==> config.mk <==
export PLATFORM = sky130hd
export DESIGN_NAME = dmem_arbiter_flat
export DESIGN_NICKNAME = d
export VERILOG_FILES = /design/src/rtl/dmem_arbiter_pkg.sv /design/src/rtl/dmem_arbiter_if.sv /design/src/rtl/dmem_arbiter_rr_pick2.sv /design/src/rtl/dmem_arbiter.sv /design/src/flat_wrapper.sv
export SDC_FILE = /design/constraint.sdc
export NUM_CORES = 1
export LEC_CHECK = 0
export BUFFER_PORTS_ARGS = -buffer_cell sky130_fd_sc_hd__buf_2
export CORE_ASPECT_RATIO = 0.5
export CORE_MARGIN = 5
export CORE_UTILIZATION = 36
export CTS_CLUSTER_DIAMETER = 200
export DETAILED_ROUTE_END_ITERATION = 7
export HOLD_SLACK_MARGIN = 0.03
export PLACE_DENSITY = 0.79
export SYNTH_ARGS = -nofsm -noshare
export SYNTH_HDL_FRONTEND = slang
export SYNTH_SLANG_ARGS = --single-unit
==> constraint.sdc <==
create_clock -name clk -period 2 [get_ports clk]
set_input_delay 0.1 -clock clk [delete_from_list [all_inputs] [get_ports clk]]
set_output_delay 0.1 -clock clk [all_outputs]
set_load 0.01 [all_outputs]
==> src/rtl/dmem_arbiter_pkg.sv <==
// Shared types and constants for the two-port data-memory arbiter.
package dmem_arb_pkg;

    localparam int NUM_PORTS = 2;
    localparam int PORT_CORE = 0;
    localparam int PORT_DBG  = 1;

    typedef enum logic [1:0] {
        IDLE = 2'd0,
        OWN0 = 2'd1,
        OWN1 = 2'd2
    } arb_state_t;

    function automatic arb_state_t own_state(input logic port);
        return port ? OWN1 : OWN0;
    endfunction

endpackage

==> src/rtl/dmem_arbiter_if.sv <==
// Requester-side bus: per-port request/ready plus the shared registered response.
interface dmem_arbiter_if #(
    parameter int ADDR_W = 32,
    parameter int DATA_W = 32
);
    import dmem_arb_pkg::*;

    logic [NUM_PORTS-1:0]             req_valid;
    logic [NUM_PORTS-1:0]             req_write;
    logic [NUM_PORTS-1:0][ADDR_W-1:0] req_addr;
    logic [NUM_PORTS-1:0][DATA_W-1:0] req_wdata;
    logic [NUM_PORTS-1:0][2:0]        req_funct3;
    logic [NUM_PORTS-1:0]             req_ready;
    logic [NUM_PORTS-1:0]             rsp_valid;
    logic [DATA_W-1:0]                rsp_rdata;

    modport master (
        output req_valid, req_write, req_addr, req_wdata, req_funct3,
        input  req_ready, rsp_valid, rsp_rdata
    );

    modport slave (
        input  req_valid, req_write, req_addr, req_wdata, req_funct3,
        output req_ready, rsp_valid, rsp_rdata
    );

endinterface

==> src/rtl/dmem_arbiter_rr_pick2.sv <==
// Combinational round-robin pick with burst lock between the two requesters.
module rr_pick2
    import dmem_arb_pkg::*;
#(
    parameter int MAX_BURST = 4,
    parameter int CNT_W     = $clog2(MAX_BURST + 1)
) (
    input  arb_state_t           state,
    input  logic [CNT_W-1:0]     burst_cnt,
    input  logic                 last_owner,
    input  logic [NUM_PORTS-1:0] req_valid,
    output logic                 gnt_valid,
    output logic                 gnt_port
);

    logic owner;
    logic other;
    logic burst_full;

    assign owner      = (state == OWN1);
    assign other      = ~owner;
    assign burst_full = (burst_cnt == CNT_W'(MAX_BURST));

    // NOTE: both outputs get a default before the case so no path leaves them unassigned (no latch).
    always_comb begin
        gnt_valid = 1'b0;
        gnt_port  = 1'b0;
        case (state)
            IDLE: begin
                if (req_valid[PORT_CORE] && req_valid[PORT_DBG]) begin
                    gnt_valid = 1'b1;
                    gnt_port  = ~last_owner;
                end else if (req_valid[PORT_CORE]) begin
                    gnt_valid = 1'b1;
                    gnt_port  = 1'b0;
                end else if (req_valid[PORT_DBG]) begin
                    gnt_valid = 1'b1;
                    gnt_port  = 1'b1;
                end
            end
            default: begin
                // Owner keeps the bus unless its burst is spent and the other port is waiting.
                if (req_valid[owner] && !(burst_full && req_valid[other])) begin
                    gnt_valid = 1'b1;
                    gnt_port  = owner;
                end else if (req_valid[other]) begin
                    gnt_valid = 1'b1;
                    gnt_port  = other;
                end
            end
        endcase
    end

endmodule

==> src/rtl/dmem_arbiter.sv <==
// Two-port arbiter for a single-port data memory: zero-latency grant, registered read response.
module dmem_arbiter
    import dmem_arb_pkg::*;
#(
    parameter int ADDR_W    = 32,
    parameter int DATA_W    = 32,
    parameter int MAX_BURST = 4
) (
    input  logic              clk,
    input  logic              rst,
    dmem_arbiter_if.slave     bus,
    output logic              mem_write,
    output logic [ADDR_W-1:0] mem_addr,
    output logic [DATA_W-1:0] mem_wdata,
    output logic [2:0]        mem_funct3,
    input  logic [DATA_W-1:0] mem_rdata
);

    localparam int CNT_W = $clog2(MAX_BURST + 1);

    arb_state_t           state;
    logic [CNT_W-1:0]     burst_cnt;
    logic                 last_owner;
    logic [NUM_PORTS-1:0] rsp_valid_q;
    logic [DATA_W-1:0]    rsp_rdata_q;

    logic gnt_valid;
    logic gnt_port;
    logic accept;

    rr_pick2 #(
        .MAX_BURST (MAX_BURST),
        .CNT_W     (CNT_W)
    ) u_pick (
        .state      (state),
        .burst_cnt  (burst_cnt),
        .last_owner (last_owner),
        .req_valid  (bus.req_valid),
        .gnt_valid  (gnt_valid),
        .gnt_port   (gnt_port)
    );

    // Reset is folded into accept so nothing is granted or written while rst is low.
    assign accept = gnt_valid & rst;

    always_comb begin
        bus.req_ready = '0;
        mem_write     = 1'b0;
        mem_addr      = '0;
        mem_wdata     = '0;
        mem_funct3    = '0;
        if (gnt_valid) begin
            bus.req_ready[gnt_port] = accept;
            mem_write               = accept & bus.req_write[gnt_port];
            mem_addr                = bus.req_addr[gnt_port];
            mem_wdata               = bus.req_wdata[gnt_port];
            mem_funct3              = bus.req_funct3[gnt_port];
        end
    end

    // NOTE: all state and response registers use non-blocking assignments so every update sees pre-edge values.
    always_ff @(posedge clk) begin
        if (!rst) begin
            state       <= IDLE;
            burst_cnt   <= '0;
            last_owner  <= 1'b1;
            rsp_valid_q <= '0;
            rsp_rdata_q <= '0;
        end else begin
            rsp_valid_q <= '0;
            if (accept) begin
                if (state == own_state(gnt_port)) begin
                    // A restarted burst (owner alone at the limit) begins counting again from one.
                    burst_cnt <= (burst_cnt == CNT_W'(MAX_BURST)) ? CNT_W'(1) : burst_cnt + 1'b1;
                end else begin
                    state      <= own_state(gnt_port);
                    burst_cnt  <= CNT_W'(1);
                    last_owner <= gnt_port;
                end
                if (!bus.req_write[gnt_port]) begin
                    rsp_valid_q[gnt_port] <= 1'b1;
                    rsp_rdata_q           <= mem_rdata;
                end
            end else begin
                state     <= IDLE;
                burst_cnt <= '0;
            end
        end
    end

    assign bus.rsp_valid = rsp_valid_q;
    assign bus.rsp_rdata = rsp_rdata_q;

endmodule

==> src/flat_wrapper.sv <==
// flat-port wrapper written by rule: the top's interface ports become plain ports
module dmem_arbiter_flat import dmem_arb_pkg::*;
#(
    parameter int ADDR_W    = 32,
    parameter int DATA_W    = 32,
    parameter int MAX_BURST = 4
)
  (clk, rst, mem_write, mem_addr, mem_wdata, mem_funct3, mem_rdata, bus_req_valid, bus_req_write, bus_req_addr, bus_req_wdata, bus_req_funct3, bus_req_ready, bus_rsp_valid, bus_rsp_rdata);
  dmem_arbiter_if #(.ADDR_W(ADDR_W), .DATA_W(DATA_W)) bus_i ();
  input  logic clk;
  input  logic rst;
  output logic mem_write;
  output logic [ADDR_W-1:0] mem_addr;
  output logic [DATA_W-1:0] mem_wdata;
  output logic [2:0] mem_funct3;
  input  logic [DATA_W-1:0] mem_rdata;
  input wire logic [$bits(bus_i.req_valid)-1:0] bus_req_valid;
  input wire logic [$bits(bus_i.req_write)-1:0] bus_req_write;
  input wire logic [$bits(bus_i.req_addr)-1:0] bus_req_addr;
  input wire logic [$bits(bus_i.req_wdata)-1:0] bus_req_wdata;
  input wire logic [$bits(bus_i.req_funct3)-1:0] bus_req_funct3;
  output wire logic [$bits(bus_i.req_ready)-1:0] bus_req_ready;
  output wire logic [$bits(bus_i.rsp_valid)-1:0] bus_rsp_valid;
  output wire logic [$bits(bus_i.rsp_rdata)-1:0] bus_rsp_rdata;
  assign bus_i.req_valid = bus_req_valid;
  assign bus_i.req_write = bus_req_write;
  assign bus_i.req_addr = bus_req_addr;
  assign bus_i.req_wdata = bus_req_wdata;
  assign bus_i.req_funct3 = bus_req_funct3;
  assign bus_req_ready = bus_i.req_ready;
  assign bus_rsp_valid = bus_i.rsp_valid;
  assign bus_rsp_rdata = bus_i.rsp_rdata;
  dmem_arbiter #(.ADDR_W(ADDR_W), .DATA_W(DATA_W), .MAX_BURST(MAX_BURST)) u_core (.clk(clk), .rst(rst), .bus(bus_i), .mem_write(mem_write), .mem_addr(mem_addr), .mem_wdata(mem_wdata), .mem_funct3(mem_funct3), .mem_rdata(mem_rdata));
endmodule
==> flow_summary_export.csv <==
group,metric,value,unit
finish,regArea,805,sq um
placed_design,place_hpwl,8.19,mm
sta,finalHoldViolCount,0,
sta,fin_skew,0.00637,ns
min_path,hp-class,"input pin to register",
synth,synth_common_cells,"173 x nand2_1, 68 x a21oi_1, 40 x dfxtp_1",
min_path,holdCritStartpoint,"mem_rdata[10]",
critical_path,crit_fanout,15,
synth,synth_area,2640,sq um
synth,yosys.area.top_type,"dfxtp_1",
finish,finalNetCount,869,
sta,tightest_slew,0.436,ns
drt,drt_iter0_drc,232,
sta,timing.final.crit_share,102,%
finish,final_area,4800,sq um
drt,via_per_inst,4.75,
synth,synthArstFlopShare,0,%
pwr,leakage,0.00285,uW
drt,wl_per_cell,14.9,um
synth,synth-edff-count,0,
synth,yosys_warnings,0,
critical_path,critical_path_class,"register to primary output",
placed_design,placed_cell_area,4150,sq um
sta,max-slew-margin-rel,70.9,%
outcome,failed_checks,"setup timing",
global_routing,grt_overflow,0,
synth,synth_cell_types,28,
clock_network,ctsHoldBuffers,0,
pwr,vdd_drop_max,424,uV
synth,synth_xor_area_share,0,%
critical_path,slowest_stage,"dfxtp_2",
critical_path,timing.rr.end,"u_core.bus.rsp_rdata[4]",
placed_design,routabilityCongestion,0.946,
drt,first_pass_iters,6,
critical_path,ff2ff_setup_slack,0.10,ns
floorplanning,dieHeight,70.5,um
floorplanning,coreArea,7210,sq um
finish,multi_input_comb_area,1700,sq um
finish,syn_to_final_growth,82.1,%
critical_path,cp.arrival,1.94,ns
synth,synthFlopType,"dfxtp_1",
synth,synthMuxAreaShare,12.5,%
drt,drcViolationCount,0,
global_routing,grt_pass1_vias,3488,
floorplanning,fp.dieW,131,um
critical_path,r2r-start,"u_core.burst_cnt[1]",
synth,ys_seq_elements,40,
synth,syn_inst,409,
drt,vias,3763,
clock_network,clk_latency,0.27,ns
outcome,status,"finished, violations left",
critical_path,path_cells,"inv_2, ha_4, nand3_2, and3_4, or2_4, buf_4, buf_12, nand2_1, a21oi_2, buf_2",
clock_network,htree_levels,2,
critical_path,end_kind,"primary output",
critical_path,critical_path_depth,10,
clock_network,cts_tree,"built",
synth,synth_top_area_share,30.4,%
global_routing,grt_max_degree,42,
floorplanning,io-pin-count,276,
floorplanning,initial_core_util,36.5,%
synth,postSynthNetCount,583,
global_routing,grt_util_all_layers,21.4,%
critical_path,r2r_cells,9,
pwr,power.density,649,nW/um^2
placed_design,port_buffers,275,
clock_network,root_buffer,"clkbuf_16",
clock_network,clk_path_buf_depth,2,
synth,synth_most_common_cell,"nand2_1",
global_routing,grt_pass1_wl,16.4,mm
drt,drtAntennaViolNets,0,
finish,drive_gt1_share,52.3,%
sta,setup_violations,26,
critical_path,crit_path_end,"mem_wdata[22]",
synth,synth-seq-area-share,30.4,%
synth,yosys.area_share.simple,29.6,%
critical_path,crit_path_max_incr_delay,0.32,ns
floorplanning,rows,22,
critical_path,crit_required,1.90,ns
synth,syn_area_per_cell,6.44,sq um
critical_path,critPathLaunch,"u_core.burst_cnt[1]",
sta,rsz0062_at_grt,"yes",
synth,synth_fa_ha_area_share,0.950,%
sta,whs,0.0516,ns
synth,synth_compound_area_share,15.6,%
clock_network,path_clk_slew,0.06,ns
finish,nFillCells,631,
critical_path,crit_family,"simple AND/OR/NAND/NOR gates",
flow_run,cap_violations,0,
sta,max_freq,491,MHz
drt,wirelength,11.8,mm
global_routing,antenna_found_initial,0,
sta,slew_violations,0,
synth,synth_top_family_by_area,"simple AND/OR/NAND/NOR gates",
finish,fin_cells,792,
clock_network,cts.sinks,40,
sta,period_needed,2.04,ns
finish,fin_util,66.5,%
critical_path,path_buf_inv,4,
placed_design,place_inst,762,
synth,synth_area_leaders,"dfxtp_1 30%, nand2_1 25%, a21oi_1 13%",
floorplanning,die_area,9230,sq um
sta,setup_slack,-0.0380,ns
finish,n_antenna_cell,0,
clock_network,cts_made_buffers,5,
critical_path,worstSetupStartpointType,"register",
-- repair_timing --
item / 4_1_cts / 5_1_grt
gates cloned: 3 / 7
setup buffers: 10 / 3
endpoints found under the hold margin: 0 / 0
pin swaps: 2 / 11
resized for setup: 18 / 33
setup endpoints to repair: 69 / 70
-- final cells by class --
type	count	share of cell area, %
Timing Repair Buffer	308	39.2
Tap cell	96	2.50
Clock buffer	6	2.69
Multi-Input combinational cell	306	35.5
Sequential cell	40	16.8
Clock inverter	2	0.730
Inverter	34	2.66
-- report_power, final --
group / internal [uW] / total (uW) / switching [uW]
sequential: 875 / 917 / 42.4
clock: 586 / 873 / 287
combinational: 646 / 1320 / 676
-- registers in the layout (all words and copies together), names as in the netlist --
| name | flops |
|---|---|
| u_core.burst_cnt | 3 |
| u_core.bus.rsp_rdata | 32 |
| u_core.bus.rsp_valid | 2 |
| u_core.last_owner | 1 |
| u_core.state | 2 |
-- cells in the final DEF (no fill, tap or decap), types with 2 or more instances in the layout --
cell type / synthesis / routed
nor2_1: 8 / 6
a21oi_1: 68 / 52
a21oi_2: 0 / 16
inv_1: 34 / 32
nor2b_1: 2 / 2
clkbuf_16: 0 / 10
o21ai_0: 2 / 2
mux2i_1: 33 / 33
buf_2: 4 / 275
dfxtp_1: 40 / 37
dfxtp_2: 0 / 3
inv_2: 0 / 2
buf_4: 6 / 13
nor2_4: 0 / 2
nand2_1: 173 / 154
buf_12: 0 / 9
buf_6: 3 / 4
buf_16: 0 / 2
nand2_2: 0 / 16
nand2_4: 0 / 3
and2_1: 3 / 3
-- layer usage --
layer  vias up  routed length (um)  GRT usage (%)
met1      1677                4750           27.5
met3        20                1270           4.43
met4         0                 217           6.50
met2       193                5560           35.9
li1       1873                   -              -
met5         -                   0              0
-- worst min-delay path by stage --
stage,end,slack [ns],cells past startpoint
final,u_core.bus.rsp_rdata[10],0.05,3
after global routing,u_core.bus.rsp_rdata[28],0.05,3
after CTS,u_core.bus.rsp_rdata[10],0.05,3
after detailed placement,u_core.bus.rsp_valid[0],0.34,2
after global placement,u_core.bus.rsp_valid[1],0.34,2
after floorplan,u_core.bus.rsp_valid[1],0.18,1
-- stage by stage --
step | TNS (ns) | power, uW | setup WS, ns
after floorplan | 0 | 1500 | 0.240
after global placement | 0 | 1990 | 0.203
after detailed placement | 0 | 2000 | 0.158
after CTS | -0.0210 | 2990 | -0.00707
after global routing | -5.16 | 3280 | -0.109
final | -0.371 | 3110 | -0.0380
-- cells by family (layout without fill, tap and decap cells) --
kind of cell,count (synthesis),in the layout
AOI/OAI and AO/OA,77,77
DFF,40,40
and+or+nand+nor,194,194
buffers and inverters,63,350
muxes,33,33
adders and majority gates,2,2
-- worst min-delay path: stages --
cell	delay [ns]
buf_2	0.09
inv_1	0.04
mux2i_1	0.05
(Power assumes the default switching activity.)
